--- src/rtl/freq_hop_pkg.sv ---
// freq_hop_pkg: shared definitions for the frequency-hop scheduler.
//   - state_t: FSM state encoding (IDLE, LOAD, RUN).
//   - Default field widths and helpers giving the layout of one packed table
//     entry: {scaling, dwell, phase_inc}. phase_inc sits at bit 0.
package freq_hop_pkg;

  typedef enum logic [1:0] {
    ST_IDLE = 2'd0,
    ST_LOAD = 2'd1,
    ST_RUN  = 2'd2
  } state_t;

  localparam int DEFAULT_PHASE_WIDTH   = 24;
  localparam int DEFAULT_SCALING_WIDTH = 18;
  localparam int DEFAULT_DWELL_WIDTH   = 16;
  localparam int DEFAULT_ADDR_WIDTH    = 3;

  // Bit offset of the dwell field inside a packed entry.
  function automatic int dwell_lsb(input int phase_w);
    return phase_w;
  endfunction

  // Bit offset of the scaling field inside a packed entry.
  function automatic int scaling_lsb(input int phase_w, input int dwell_w);
    return phase_w + dwell_w;
  endfunction

  // Total packed entry width.
  function automatic int entry_width(input int phase_w, input int dwell_w, input int scaling_w);
    return phase_w + dwell_w + scaling_w;
  endfunction

endpackage

--- src/rtl/freq_hop_table.sv ---
// freq_hop_table: flop-based hop table, one write port and one registered
// read port. Contents and read register clear to zero on reset.
// A write to the address being read in the same cycle is forwarded, so the
// read register always reflects every write up to and including this cycle.
// Ports:
//   clk, reset          clock, synchronous active-high reset
//   wr_en/wr_addr/wr_data  write port
//   rd_addr             read address (sampled every cycle)
//   rd_data             registered read data
module freq_hop_table #(
  parameter int ADDR_WIDTH = 3,
  parameter int DATA_WIDTH = 58
) (
  input  logic                  clk,
  input  logic                  reset,
  input  logic                  wr_en,
  input  logic [ADDR_WIDTH-1:0] wr_addr,
  input  logic [DATA_WIDTH-1:0] wr_data,
  input  logic [ADDR_WIDTH-1:0] rd_addr,
  output logic [DATA_WIDTH-1:0] rd_data
);

  localparam int DEPTH = 1 << ADDR_WIDTH;

  logic [DATA_WIDTH-1:0] mem_reg [DEPTH];

  always_ff @(posedge clk) begin
    if (reset) begin
      for (int i = 0; i < DEPTH; i++) begin
        mem_reg[i] <= '0;
      end
      rd_data <= '0;
    end else begin
      if (wr_en) begin
        mem_reg[wr_addr] <= wr_data;
      end
      // Forward a same-cycle write so it is visible one cycle later.
      if (wr_en && (wr_addr == rd_addr)) begin
        rd_data <= wr_data;
      end else begin
        rd_data <= mem_reg[rd_addr];
      end
    end
  end

endmodule

--- src/rtl/freq_hop_sched.sv ---
// freq_hop_sched: phase/scaling scheduler for freq_shift_iq.
// Steps through a table of hop entries (phase increment, dwell, scaling)
// producing a phase-continuous accumulator stream, one beat per accepted
// handshake, with zero-bubble hops between entries.
// Ports:
//   clk, reset                     clock, synchronous active-high reset
//   cfg_wr_en/cfg_addr/cfg_*       table write port (any state)
//   num_entries, loop_en           run configuration, sampled in LOAD
//   start, stop                    run control pulses
//   phase_tdata/tvalid/tlast/tready  phase stream
//   scaling_tdata, entry_idx       active entry scaling and index
//   busy, done                     status (done pulses on return to IDLE)
module freq_hop_sched
  import freq_hop_pkg::*;
#(
  parameter int PHASE_WIDTH   = DEFAULT_PHASE_WIDTH,
  parameter int SCALING_WIDTH = DEFAULT_SCALING_WIDTH,
  parameter int DWELL_WIDTH   = DEFAULT_DWELL_WIDTH,
  parameter int ADDR_WIDTH    = DEFAULT_ADDR_WIDTH
) (
  input  logic                     clk,
  input  logic                     reset,
  input  logic                     cfg_wr_en,
  input  logic [ADDR_WIDTH-1:0]    cfg_addr,
  input  logic [PHASE_WIDTH-1:0]   cfg_phase_inc,
  input  logic [DWELL_WIDTH-1:0]   cfg_dwell,
  input  logic [SCALING_WIDTH-1:0] cfg_scaling,
  input  logic [ADDR_WIDTH:0]      num_entries,
  input  logic                     loop_en,
  input  logic                     start,
  input  logic                     stop,
  output logic [PHASE_WIDTH-1:0]   phase_tdata,
  output logic                     phase_tvalid,
  output logic                     phase_tlast,
  input  logic                     phase_tready,
  output logic [SCALING_WIDTH-1:0] scaling_tdata,
  output logic [ADDR_WIDTH-1:0]    entry_idx,
  output logic                     busy,
  output logic                     done
);

  localparam int ENTRY_WIDTH = entry_width(PHASE_WIDTH, DWELL_WIDTH, SCALING_WIDTH);
  localparam int DWELL_LSB   = dwell_lsb(PHASE_WIDTH);
  localparam int SCALING_LSB = scaling_lsb(PHASE_WIDTH, DWELL_WIDTH);

  localparam logic [ADDR_WIDTH:0]    MAX_ENTRIES = {1'b1, {ADDR_WIDTH{1'b0}}};
  localparam logic [ADDR_WIDTH:0]    ONE_ENTRY   = {{ADDR_WIDTH{1'b0}}, 1'b1};
  localparam logic [DWELL_WIDTH-1:0] DWELL_ONE   = {{(DWELL_WIDTH-1){1'b0}}, 1'b1};
  localparam logic [DWELL_WIDTH-1:0] DWELL_TWO   = {{(DWELL_WIDTH-2){1'b0}}, 2'b10};

  // 0 entries means 1; anything above the table size means the whole table.
  function automatic logic [ADDR_WIDTH:0] clamp_num(input logic [ADDR_WIDTH:0] n);
    logic [ADDR_WIDTH:0] r;
    r = n;
    if (n == '0) begin
      r = ONE_ENTRY;
    end else if (n > MAX_ENTRIES) begin
      r = MAX_ENTRIES;
    end
    return r;
  endfunction

  function automatic logic [ADDR_WIDTH-1:0] next_idx(input logic [ADDR_WIDTH-1:0] idx,
                                                     input logic [ADDR_WIDTH:0]   num);
    logic [ADDR_WIDTH-1:0] r;
    if ({1'b0, idx} == (num - ONE_ENTRY)) begin
      r = '0;
    end else begin
      r = idx + 1'b1;
    end
    return r;
  endfunction

  state_t                  state_reg;
  logic [ADDR_WIDTH:0]     num_reg;
  logic                    loop_reg;
  logic                    stop_pend_reg;
  logic [PHASE_WIDTH-1:0]  inc_reg;
  logic [DWELL_WIDTH-1:0]  dwell_cnt_reg;

  logic [ADDR_WIDTH-1:0]    rd_addr;
  logic [ENTRY_WIDTH-1:0]   rd_data;
  logic [ENTRY_WIDTH-1:0]   wr_data;
  logic [PHASE_WIDTH-1:0]   pf_inc;
  logic [DWELL_WIDTH-1:0]   pf_dwell;
  logic [DWELL_WIDTH-1:0]   pf_dwell_eff;
  logic [SCALING_WIDTH-1:0] pf_scaling;

  logic                  beat_acc;
  logic                  is_last;
  logic                  run_end;
  logic                  hop;
  logic [ADDR_WIDTH-1:0] next_entry;

  assign wr_data = {cfg_scaling, cfg_dwell, cfg_phase_inc};

  // The table read register doubles as the prefetch register.
  assign pf_inc       = rd_data[PHASE_WIDTH-1:0];
  assign pf_dwell     = rd_data[DWELL_LSB +: DWELL_WIDTH];
  assign pf_scaling   = rd_data[SCALING_LSB +: SCALING_WIDTH];
  assign pf_dwell_eff = (pf_dwell == '0) ? DWELL_ONE : pf_dwell;

  assign beat_acc   = phase_tvalid & phase_tready;
  assign is_last    = ({1'b0, entry_idx} == (num_reg - ONE_ENTRY));
  assign run_end    = (state_reg == ST_RUN) & beat_acc & phase_tlast &
                      (stop_pend_reg | stop | (is_last & ~loop_reg));
  assign hop        = (state_reg == ST_RUN) & beat_acc & phase_tlast & ~run_end;
  assign next_entry = next_idx(entry_idx, num_reg);

  // Prefetch address always points at the entry that follows the one that
  // will be active next cycle, so back-to-back dwell-1 hops still find the
  // right data waiting in the read register.
  always_comb begin
    rd_addr = '0;
    case (state_reg)
      ST_LOAD: rd_addr = next_idx('0, clamp_num(num_entries));
      ST_RUN:  rd_addr = hop ? next_idx(next_entry, num_reg) : next_entry;
      default: rd_addr = '0;
    endcase
  end

  freq_hop_table #(
    .ADDR_WIDTH (ADDR_WIDTH),
    .DATA_WIDTH (ENTRY_WIDTH)
  ) u_table (
    .clk     (clk),
    .reset   (reset),
    .wr_en   (cfg_wr_en),
    .wr_addr (cfg_addr),
    .wr_data (wr_data),
    .rd_addr (rd_addr),
    .rd_data (rd_data)
  );

  always_ff @(posedge clk) begin
    if (reset) begin
      state_reg     <= ST_IDLE;
      num_reg       <= ONE_ENTRY;
      loop_reg      <= 1'b0;
      stop_pend_reg <= 1'b0;
      inc_reg       <= '0;
      dwell_cnt_reg <= '0;
      phase_tdata   <= '0;
      phase_tvalid  <= 1'b0;
      phase_tlast   <= 1'b0;
      scaling_tdata <= '0;
      entry_idx     <= '0;
      busy          <= 1'b0;
      done          <= 1'b0;
    end else begin
      done <= 1'b0;
      case (state_reg)
        ST_IDLE: begin
          if (start) begin
            state_reg <= ST_LOAD;
            busy      <= 1'b1;
          end
        end

        ST_LOAD: begin
          // Read register holds entry 0 (address 0 is read while idle).
          num_reg       <= clamp_num(num_entries);
          loop_reg      <= loop_en;
          stop_pend_reg <= 1'b0;
          inc_reg       <= pf_inc;
          dwell_cnt_reg <= pf_dwell_eff;
          phase_tlast   <= (pf_dwell_eff == DWELL_ONE);
          scaling_tdata <= pf_scaling;
          entry_idx     <= '0;
          phase_tdata   <= '0;
          phase_tvalid  <= 1'b1;
          state_reg     <= ST_RUN;
        end

        ST_RUN: begin
          if (stop) begin
            stop_pend_reg <= 1'b1;
          end
          if (beat_acc) begin
            phase_tdata <= phase_tdata + inc_reg;
            if (run_end) begin
              state_reg     <= ST_IDLE;
              phase_tvalid  <= 1'b0;
              phase_tlast   <= 1'b0;
              busy          <= 1'b0;
              done          <= 1'b1;
              stop_pend_reg <= 1'b0;
            end else if (hop) begin
              entry_idx     <= next_entry;
              inc_reg       <= pf_inc;
              dwell_cnt_reg <= pf_dwell_eff;
              phase_tlast   <= (pf_dwell_eff == DWELL_ONE);
              scaling_tdata <= pf_scaling;
            end else begin
              dwell_cnt_reg <= dwell_cnt_reg - DWELL_ONE;
              phase_tlast   <= (dwell_cnt_reg == DWELL_TWO);
            end
          end
        end

        default: state_reg <= ST_IDLE;
      endcase
    end
  end

endmodule

--- config.mk ---
export PLATFORM = sky130hd
export DESIGN_NAME = freq_hop_sched
export DESIGN_NICKNAME = d
export VERILOG_FILES = /design/src/rtl/freq_hop_pkg.sv /design/src/rtl/freq_hop_table.sv /design/src/rtl/freq_hop_sched.sv
export SDC_FILE = /design/constraint.sdc
export NUM_CORES = 1
export LEC_CHECK = 0
export ABC_AREA = 1
export BUFFER_PORTS_ARGS = -buffer_cell sky130_fd_sc_hd__buf_2
export CORE_MARGIN = 3
export CORE_UTILIZATION = 62
export DETAILED_ROUTE_END_ITERATION = 8
export PLACE_DENSITY_LB_ADDON = 0.05
export SLEW_MARGIN = 20
export SYNTH_ARGS = -nofsm -noshare
export SYNTH_HDL_FRONTEND = slang
export SYNTH_HIERARCHICAL = 1
export SYNTH_SLANG_ARGS = --single-unit
--- constraint.sdc ---
create_clock -name clk -period 3.6 [get_ports clk]
set_input_delay 0.9 -clock clk [delete_from_list [all_inputs] [get_ports clk]]
set_output_delay 0.9 -clock clk [all_outputs]
set_load 0.1 [all_outputs]
==> results.py <==
metrics = {
    "outcome": {
        "status": "completed",
    },
    "synthesis": {
        "syn-num-nets": 3433,
        "synthArstFlopShare_pct": 0,
        "synth_top_area_share_pct": 48.4,
        "avgSynthCellArea_um2": 8.65,
        "yosys-top-cells-area": "edfxtp_1, nand2_1, dfxtp_1, nor2_1, nand3_1",
        "yosys_warnings": 6,
        "yosysTopAreaCell": "edfxtp_1",
        "synth-edff-count": 464,
        "synthFlopType": "edfxtp_1",
        "syn_inst": 3329,
        "netlist_area_um2": 28800,
        "ys_seq_elements": 619,
        "synth.distinct_cells": 46,
        "synth_seq_area_share_pct": 59.2,
    },
    "floorplanning": {
        "core_area_um2": 45700,
        "ioPinCount": 121,
        "row_count": 78,
        "initial_core_util_pct": 63.0,
        "dieArea_um2": 49100,
        "die_h_um": 222,
        "die_x_um": 222,
    },
    "power": {
        "vdd_drop_max_mv": 0.435,
        "power_frac_comb_pct": 10.7,
        "p_leak_nw": 13.8,
        "share_seq_of_total_power_pct": 50.8,
        "cellPowerDensity_nw_per_um2": 505,
        "p_int_mw": 12.1,
        "p_sw_mw": 4.17,
        "power.share.switching_pct": 25.6,
        "p_clk_share_pct": 38.4,
    },
    "detailed_routing": {
        "drc": 0,
        "first_pass_iters": 6,
        "wl_met3_um": 9270,
        "drt-met1-wl_um": 32800,
        "first_iter_violations": 2796,
        "wl_per_cell_um": 20.8,
        "dr_total_vias": 23900,
        "top_layer": "met4",
        "antenna_left": 0,
        "routed_via_density": 5.90,
        "wl_met2_um": 39100,
        "wirelength_um": 84100,
    },
    "setup_path": {
        "slowest_stage": "dfxtp_1",
        "crit_buf_inv": 4,
        "worstPathArrival_ns": 3.86,
        "r2r_end": "u_table/rd_data[0]",
        "reg2reg_slack_ns": 0.28,
        "critPathTopFamily": "simple AND/OR/NAND/NOR gates",
        "worstPathRequired_ns": 4.14,
        "reg2reg_depth": 20,
        "end_kind": "flip-flop",
        "startpoint_type": "flip-flop",
        "cpPeakStageDelay_ns": 0.38,
        "crit_type": "flip-flop to flip-flop",
        "rr_startpoint": "num_reg[0]",
        "cp_common_cell": "nand2_1",
        "cp_max_fo": 32,
        "path_cells": "inv_2, ha_1, nand2_1, inv_1, nor2_1, nand2_1, nor2_2, nand3_2, nand3_4, xor2_1, nand3_1, nand2_4, clkinv_8, nand2_1, nand2_1, nor2_4, buf_6, nand3_1, nand2_1, nor2_1",
    },
    "clock_tree": {
        "cts_buffers": 61,
        "cts-hold-fix-buffers": 0,
        "clock-sinks": 619,
        "clk_pin_slew_ns": 0.06,
        "cts_tree": "built",
        "clk_latency_ns": 0.65,
        "h-tree-depth": 2,
        "clockBufferDepth": 3,
        "root_buffer": "clkbuf_16",
    },
    "sta": {
        "fin_crit_sh_pct": 92.4,
        "rsz0062_at_grt": "no",
        "fin_tns_setup_ns": 0,
        "tightest_slew_ns": 0.984,
        "skew_ns": 0.0339,
        "min_period_ns": 3.32,
        "final-max-slew-violation-count": 0,
        "finalSetupViolCount": 0,
        "hold_violations": 0,
        "relSlewSlack_pct": 34.4,
        "max_freq_mhz": 301,
    },
    "cells_and_area": {
        "largest_reg_flops": 464,
        "layout.nets": 3496,
        "fin_area_um2": 32300,
        "syn_to_final_growth_pct": 12.1,
        "drive_above_1_share_pct": 9.75,
        "fillers": 3577,
    },
    "placement": {
        "postPlaceCellArea_um2": 30100,
        "io_buffer_count": 120,
        "gp_congestion": 0.916,
        "hpwl_um": 47300,
    },
    "worst_hold_path": {
        "hp-start": "scaling_tdata[0]",
        "min_to": "scaling_tdata[0]",
        "hp-class": "flip-flop to flip-flop",
        "worstHoldPathCells": 2,
    },
    "grt": {
        "overflow": 0,
        "grt_max_degree": 117,
        "grt_pass1_vias": 22800,
        "antenna_found_initial": 2,
        "grt_pass1_wl_um": 127000,
        "grt_use_total_pct": 32.8,
    },
    "run": {
        "maxCapViolCount": 0,
    },
}
==> synthesized netlist by cell type (3+ instances only) <==
master,n
nand2_1,913
nor2_1,721
edfxtp_1,464
nand3_1,393
a21oi_1,180
dfxtp_1,155
inv_1,95
buf_2,90
clkbuf_1,70
clkinv_1,58
ha_1,31
o21ai_0,29
buf_1,20
nand4_1,18
xor2_1,11
buf_6,10
nor3_1,10
inv_2,6
buf_4,5
or2_2,5
o21ai_1,4
nand2_2,3
nand3_2,3
o211ai_1,3
o21a_1,3
xnor2_1,3
==> through the flow <==
| stage | cells | power, mW | util (%) | hold WS, ns | setup slack [ns] |
|---|---|---|---|---|---|
| 5_1_grt | 4047 | 16.9 | 70.7 | 0.479 | 0.0287 |
| 3_3_place_gp | 3925 | 10.1 | 65.9 | 0.447 | 0.258 |
| 3_5_place_dp | 3925 | 10.1 | 65.9 | 0.453 | 0.193 |
| 2_1_floorplan | 3329 | 9.57 | - | 0.443 | 0.200 |
| 4_1_cts | 4041 | 16.3 | 70.2 | 0.463 | 0.128 |
| 6_report | 4047 | 16.3 | 70.7 | 0.460 | 0.275 |
==> area by class of cell <==
type / instances / area (um2) / share of cell area (%)
Antenna cell: 2 / 5.00 / 0.0155
Multi-Input combinational cell: 2354 / 10300 / 32.0
Clock buffer: 79 / 1650 / 5.13
Timing Repair Buffer: 195 / 1560 / 4.85
Inverter: 161 / 621 / 1.92
Clock inverter: 37 / 324 / 1.00
Sequential cell: 619 / 17000 / 52.8
Tap cell: 600 / 751 / 2.33
==> worst max path at each step <==
stage,startpoint,end,slack (ns),cells past startpoint
floorplan,cfg_wr_en,u_table/mem_reg[0][0],0.20,8
global placement,num_reg[0],u_table/rd_data[19],0.26,21
detailed placement,num_reg[0],u_table/rd_data[17],0.19,21
CTS,num_reg[0],u_table/rd_data[11],0.13,21
global route,num_reg[0],u_table/rd_data[24],0.03,23
finish,num_reg[0],u_table/rd_data[0],0.28,20
==> cells by family (layout without fill, tap and decap cells) <==
logic type,after synthesis,count (layout),share of synthesized area (%)
AOI/OAI and AO/OA,230,230,4.15
xor gates and xnor gates,14,14,0.426
adders and majority gates,32,32,1.42
buffers and inverters,356,472,5.37
DFF,619,619,59.2
other,0,2,0
and+or+nand+nor,2078,2078,29.5
==> layout by cell type, fill, tap and decap left out, drive strengths merged, types with 83 or more instances in the layout <==
master and count:
a21oi 182, edfxtp 464, nor2 723, dfxtp 155, nand3 398, inv 103, clkinv 88, clkbuf 83
buf 191, nand2 918
==> what timing repair did <==
| action | 4_1_cts | 5_1_grt |
|---|---|---|
| resized for setup | 0 | 22 |
| setup endpoints to repair | 0 | 58 |
| hold endpoints to repair | 0 | 0 |
| buffers inserted | 0 | 0 |
==> power by group through the flow <==
stage	Sequential (mW)	Combinational, mW	Clock, mW
after floorplan	8.48	1.08	0
after global placement	8.42	1.65	0
after detailed placement	8.44	1.68	0
after CTS	8.29	1.69	6.33
after global routing	8.32	1.91	6.61
final	8.29	1.75	6.27
==> worst reg2reg max path: stages (launching register included) <==
cell and delay, ns:
dfxtp_1 0.38, inv_2 0.08, ha_1 0.34, nand2_1 0.08, inv_1 0.04, nor2_1 0.08, nand2_1 0.07, nor2_2 0.14
nand3_2 0.14, nand3_4 0.18, xor2_1 0.17, nand3_1 0.13, nand2_4 0.18, clkinv_8 0.20, nand2_1 0.13, nand2_1 0.10
nor2_4 0.17, buf_6 0.35, nand3_1 0.15, nand2_1 0.09, nor2_1 0.05
==> metal layers <==
layer | track usage [%] | vias to the layer above
li1 | - | 11100
met5 | 0 | -
met3 | 4.45 | 228
met1 | 45.7 | 11100
met2 | 53.6 | 1433
met4 | 11.6 | 0
No activity file was read; power rests on OpenSTA's default activity.
